<file path="src/rtl/fixedpoint_pkg.sv">
// rtl/fixedpoint_pkg.sv - shared fixed-point widths, FSM states and sign-magnitude helpers
package fixedpoint_pkg;

  localparam int N       = 8;
  localparam int Q       = 6;
  localparam int PROD_W  = 2 * N - 1;
  localparam int MAX_MAG = (1 << (N - 1)) - 1;

  // Helpers work at a fixed wide width; callers extend/slice to their own width.
  localparam int TC_W = 32;

  typedef enum logic [1:0] {
    ACCUM = 2'd0,
    ROUND = 2'd1,
    HOLD  = 2'd2
  } state_t;

  typedef struct packed {
    logic            sign;
    logic [TC_W-1:0] mag;
  } sm_t;

  function automatic logic signed [TC_W-1:0] sm_to_tc(input logic [TC_W-1:0] mag,
                                                      input logic sign);
    logic signed [TC_W-1:0] v;
    v = $signed(mag);
    return sign ? -v : v;
  endfunction

  function automatic sm_t tc_to_sm(input logic signed [TC_W-1:0] v);
    sm_t r;
    r.sign = v[TC_W-1];
    r.mag  = v[TC_W-1] ? $unsigned(-v) : $unsigned(v);
    return r;
  endfunction

endpackage

</file>
<file path="src/rtl/fixedpoint_requant.sv">
// rtl/fixedpoint_requant.sv - two's-complement sum to N-bit sign-magnitude with round-half-away and clipping
module fixedpoint_requant
  import fixedpoint_pkg::*;
#(
  parameter int N     = 8,
  parameter int Q     = 6,
  parameter int ACC_W = 18
) (
  input  logic signed [ACC_W-1:0] acc,
  output logic        [N-1:0]     y,
  output logic                    sat
);

  localparam logic [TC_W-1:0] HALF    = TC_W'(1) << (Q - 1);
  localparam logic [TC_W-1:0] MAG_LIM = (TC_W'(1) << (N - 1)) - TC_W'(1);

  logic signed [TC_W-1:0] acc_ext;
  sm_t                    sm;
  logic [TC_W-1:0]        rounded;
  logic [TC_W-1:0]        mag;

  assign acc_ext = TC_W'(acc);

  always_comb begin
    sm      = tc_to_sm(acc_ext);
    rounded = (sm.mag + HALF) >> Q;
    sat     = 1'b0;
    mag     = rounded;
    if (rounded > MAG_LIM) begin
      mag = MAG_LIM;
      sat = 1'b1;
    end
    // A result that rounds to zero is always reported as +0.
    y = {sm.sign && (mag != '0), mag[N-2:0]};
  end

endmodule

</file>
<file path="src/rtl/fixedpoint_accumulator.sv">
// rtl/fixedpoint_accumulator.sv - sums LEN sign-magnitude products and requantises to N-bit Q format
module fixedpoint_accumulator
  import fixedpoint_pkg::*;
#(
  parameter int N     = 8,
  parameter int Q     = 6,
  parameter int LEN   = 4,
  parameter int ACC_W = 18
) (
  input  logic             i_clk,
  input  logic             i_rst,
  input  logic             i_valid,
  output logic             o_ready,
  input  logic [2*N-2:0]   i_c,
  output logic             o_valid,
  input  logic             i_ready,
  output logic [N-1:0]     o_y,
  output logic             o_sat
);

  localparam int CNT_W = (LEN > 1) ? $clog2(LEN) : 1;

  state_t                  state_q;
  state_t                  state_d;
  logic [CNT_W-1:0]        count;
  logic signed [ACC_W-1:0] acc;
  logic                    take;
  logic                    last;
  logic signed [TC_W-1:0]  addend_ext;
  logic [N-1:0]            rq_y;
  logic                    rq_sat;

  assign addend_ext = sm_to_tc(TC_W'(i_c[2*N-3:0]), i_c[2*N-2]);
  assign last       = (count == CNT_W'(LEN - 1));
  assign o_valid    = (state_q == HOLD);

  always_comb begin
    state_d = state_q;
    o_ready = 1'b0;
    take    = 1'b0;
    case (state_q)
      ACCUM: begin
        o_ready = 1'b1;
        take    = i_valid;
        if (i_valid && last) state_d = ROUND;
      end
      ROUND:   state_d = HOLD;
      HOLD:    if (i_ready) state_d = ACCUM;
      default: state_d = ACCUM;
    endcase
  end

  always_ff @(posedge i_clk) begin
    if (i_rst) begin
      state_q <= ACCUM;
      acc     <= '0;
      count   <= '0;
      o_y     <= '0;
      o_sat   <= 1'b0;
    end else begin
      state_q <= state_d;
      if (take) begin
        acc   <= acc + addend_ext[ACC_W-1:0];
        count <= last ? '0 : count + CNT_W'(1);
      end
      if (state_q == ROUND) begin
        o_y   <= rq_y;
        o_sat <= rq_sat;
      end
      // The sum is cleared only once the result has been handed off.
      if (state_q == HOLD && i_ready) acc <= '0;
    end
  end

  fixedpoint_requant #(
    .N     (N),
    .Q     (Q),
    .ACC_W (ACC_W)
  ) u_requant (
    .acc (acc),
    .y   (rq_y),
    .sat (rq_sat)
  );

endmodule
</file>
<file path="config.mk">
export PLATFORM = sky130hd
export DESIGN_NAME = fixedpoint_accumulator
export DESIGN_NICKNAME = d
export VERILOG_FILES = /design/src/rtl/fixedpoint_pkg.sv /design/src/rtl/fixedpoint_requant.sv /design/src/rtl/fixedpoint_accumulator.sv
export SDC_FILE = /design/constraint.sdc
export NUM_CORES = 1
export LEC_CHECK = 0
export ABC_CLOCK_PERIOD_IN_PS = 6400
export BUFFER_PORTS_ARGS = -buffer_cell sky130_fd_sc_hd__buf_2
export CORE_ASPECT_RATIO = 1.2
export CORE_MARGIN = 2
export CORE_UTILIZATION = 64
export DETAILED_ROUTE_END_ITERATION = 10
export PLACE_DENSITY = 0.94
export SKIP_CTS_REPAIR_TIMING = 1
export SLEW_MARGIN = 10
export SYNTH_ARGS = -nofsm -noshare
export SYNTH_HDL_FRONTEND = slang
export SYNTH_SLANG_ARGS = --single-unit
</file>
<file path="constraint.sdc">
create_clock -name i_clk -period 6.4 [get_ports i_clk]
set_input_delay 0.64 -clock i_clk [delete_from_list [all_inputs] [get_ports i_clk]]
set_output_delay 0.64 -clock i_clk [all_outputs]
set_load 0.1 [all_outputs]
</file>
==> results.md <==
- Pre-CTS setup slack: approximately 2.0 ns
- Setup slack after layout: 2.30 ns
- Die Ht: roughly 76 um
- Hold Fails Final Rpt: 0
- Fin nets: roughly 420
- Die width: 64.3 um
- Post-synthesis register bit count: 31
- TritonCTS Buffers: 5
- Outcome: complete, no violations
- Initial antenna violation count: 0
- Buffers on Ports: 29
- Final HPWL DP: 4730 um
- CP Class: in -> reg
- Synth Cell Area: 2790 sq um
- Combinational share of power: 44.2%
- LEAKAGE: 1.25 nW
- H-tree levels: 2
- Sequential Area: around 620 sq um
- Layout cells sized above 1: 12.7%
- Number of cell rows: 26
- Pre-antenna DRT Iters: 4
- Slew Viols, Final: 0
- Vias per cell: 6.28
- Routed wire length: 6310 um
- Die area: 4910 sq um
- Post-synthesis cell count: 357
- Syn_area_per_cell: 7.82 sq um
- Post-synthesis xor/xnor area fraction: 10.6%
- Sw frac: 41.1%
- Largest net degree at the start of global routing: 25
- Adder-Cell Fraction of Synth Area: 9.68%
- DR WL/cell: 14.6 um
- Vias: about 2700
- P_sw: ~0.32 mW
- Vias in the first global route: ~2600
- TritonCTS clock tree: yes
- Mux contribution to synthesized area: under 10%
- Clock slew at reported path FFs: about 0.07 ns
- Ys async rst share: 0%
- Slowest Stage Delay on Critical Path: 0.47 ns
- Initial Util: roughly two thirds
- Post-Synth Simple-Gate Area: 29.3%
- Buf/Inv on CP: 1
- Critical Path AT: 4.32 ns
- Total GRT Usage: roughly 28%
- Ys Warns: 0
- Worst-path fanout max: 5
- Setup crit start kind: input pin
- Syn Nets: 397
- Post-synth top flop: dfxtp_1
- # diodes: 0
- I/O pins: 30
- Max cap viols: 0
- Power Internal: ~0.46 mW
- # clock sinks: 31
- CP endpoint kind: register
- Register area share after synthesis: 22.2%
- Share of power burned in the clock network: 22.4%
- Sequential power share: 33.4%
- ANT nets after route: 0
- Final Wtd Congestion: 0.902
- Synth unique cells: 59
- Cell family with most CP delay: simple AND/OR/NAND/NOR gates
- Max clock buf depth: 2
- Fillers: 340
- Clock tree root driver cell: clkbuf_8
- DR iter-0 viols: 176
- Worst Path Required: between 6 and 7 ns
- Final period utilization: ~64%
- Endpoints failing setup: 0
- Slowest CP cell: o41ai_1
- Synth Area in Compound Gates: 23.4%
- VDD IR-drop max: 0.138 mV
- Power per cell area: 257 nW/um^2
- # DRC: 0
- Worst relative slew slack: 41.3%
- Footprint of the multi-input gates: 2080 sq um
- GRT overflow: 0
- Setup TNS: 0 ns
- Area grow syn2layout: 9.14%
- Least-Margin Pin Slew: 0.881 ns
- Skew final: 0.00688 ns
- Worst path cell trace: buf_2, or3_1, or3b_1, or4_1, o41ai_1, xnor2_1, ha_1, or3_1, o211a_1, o41ai_1, mux2i_1, mux2i_1
- Number of synthesized flops with an enable pin: 0
- Fin crit period: 4.10 ns
- Combinational family with the most area after synthesis: simple AND/OR/NAND/NOR gates
- RSZ-0062 raised after global routing: false
- Core area: 4230 sq um
- Worst hold path class: reg -> reg
- Worst-Skew Late Latency: 0.29 ns
- Achievable Freq: 244 MHz
- First-pass GRT wire length: about 11000 um
## layout make-up
type,instances,share of cell area (%)
flip-flops and latches,31,20.4
inverters,8,0.985
clock inverters,1,0.246
well taps,56,2.30
multi-input cells,301,68.2
clock buffers,7,3.16
repair buffers,29,4.76
## routing by layer
metal	vias up	global-route usage, %	wire (um)
met4	0	11.1	108
met2	77	48.5	3230
met5	-	0	0
li1	1376	-	-
met1	1251	33.4	2700
met3	15	3.69	279
## layout by cell type (no fill, tap or decap), drive strengths merged, types with 3 or more instances in the layout
master / netlist / layout
a311oi: 4 / 4
ha: 20 / 20
nor2: 21 / 21
dfxtp: 31 / 31
a21oi: 24 / 24
nand3b: 5 / 5
or4: 6 / 6
nand3: 19 / 19
nand2b: 8 / 8
xor2: 9 / 9
buf: 0 / 29
o21a: 3 / 3
o31ai: 6 / 6
a211oi: 5 / 5
or3: 8 / 8
a31oi: 4 / 4
nand4: 8 / 8
clkbuf: 17 / 7
mux2i: 3 / 3
nor4: 3 / 3
nor2b: 4 / 4
o41ai: 3 / 3
and4: 3 / 3
inv: 8 / 8
o21ai: 21 / 21
a21o: 4 / 4
xnor2: 22 / 22
and3: 3 / 3
nand2: 37 / 37
o21bai: 3 / 3
or3b: 3 / 3
nor3: 13 / 13
## registers in the layout (all words and copies together) (netlist names)
| name | count |
|---|---|
| o_y | 8 |
| o_sat | 1 |
| state_q | 2 |
| acc | 18 |
| count | 2 |
## power by group through the flow
stage	clock [mW]	sequential (mW)	combinational, mW
after global placement	0	0.262	0.329
after floorplan	0	0.242	0.289
after global routing	0.183	0.267	0.388
after detailed placement	0	0.264	0.338
final	0.175	0.262	0.347
after CTS	0.175	0.260	0.343
## worst min-delay path: cells and delay by family (launching register included)
| family | cells | cell delay, ns |
|---|---|---|
| AOI/OAI and AO/OA | 1 | 0.05 |
| DFF | 1 | 0.31 |
| and+or+nand+nor | 1 | 0.09 |
## cell usage after synthesis (5+ instances only)
cell	number	area share [%]
nor2_1	21	2.8
nand3b_1	5	1.3
o21ai_0	20	3.6
o31ai_1	6	1.6
or3_1	8	1.8
a21oi_1	24	4.3
xor2_1	9	2.8
a211oi_1	5	1.3
nand2b_1	8	1.8
dfxtp_1	31	22
nand4_1	8	1.8
nor3_1	13	2.3
inv_1	8	1.1
or4_1	5	1.3
ha_1	20	9.0
nand2_1	37	5.0
xnor2_1	22	6.9
clkbuf_1	17	2.3
nand3_1	19	3.4
## stage by stage
step	utilization (%)	cells	hold slack, ns	cell area, sq um	power [mW]
finish	72.1	433	0.497	3050	0.784
floorplan	-	357	0.440	2790	0.532
global placement	69.6	425	0.447	2940	0.591
CTS	72.1	433	0.497	3050	0.777
detailed placement	69.6	425	0.485	2940	0.603
global route	72.1	433	0.509	3050	0.838
## path summary, 6_finish.rpt
check / slack, ns / start / cells after the start / to
setup / recovery: 2.30 / i_c[2] / 12 / acc[17]
hold / removal: 0.50 / o_y[1] / 2 / o_y[1]
setup reg to reg: 3.26 / acc[0] / 12 / o_y[7]
hold reg to reg: 0.50 / o_y[1] / 2 / o_y[1]
## cells by family (layout without fill, tap and decap cells)
group           Yosys count  count (layout)
flops                    31              31
xor+xnor                 32              32
compound gates           96              96
buf+inv                  25              45
mux                       3               3
simple gates            149             149
fa+ha+maj                21              21
Power figures use the tool's default switching activity.
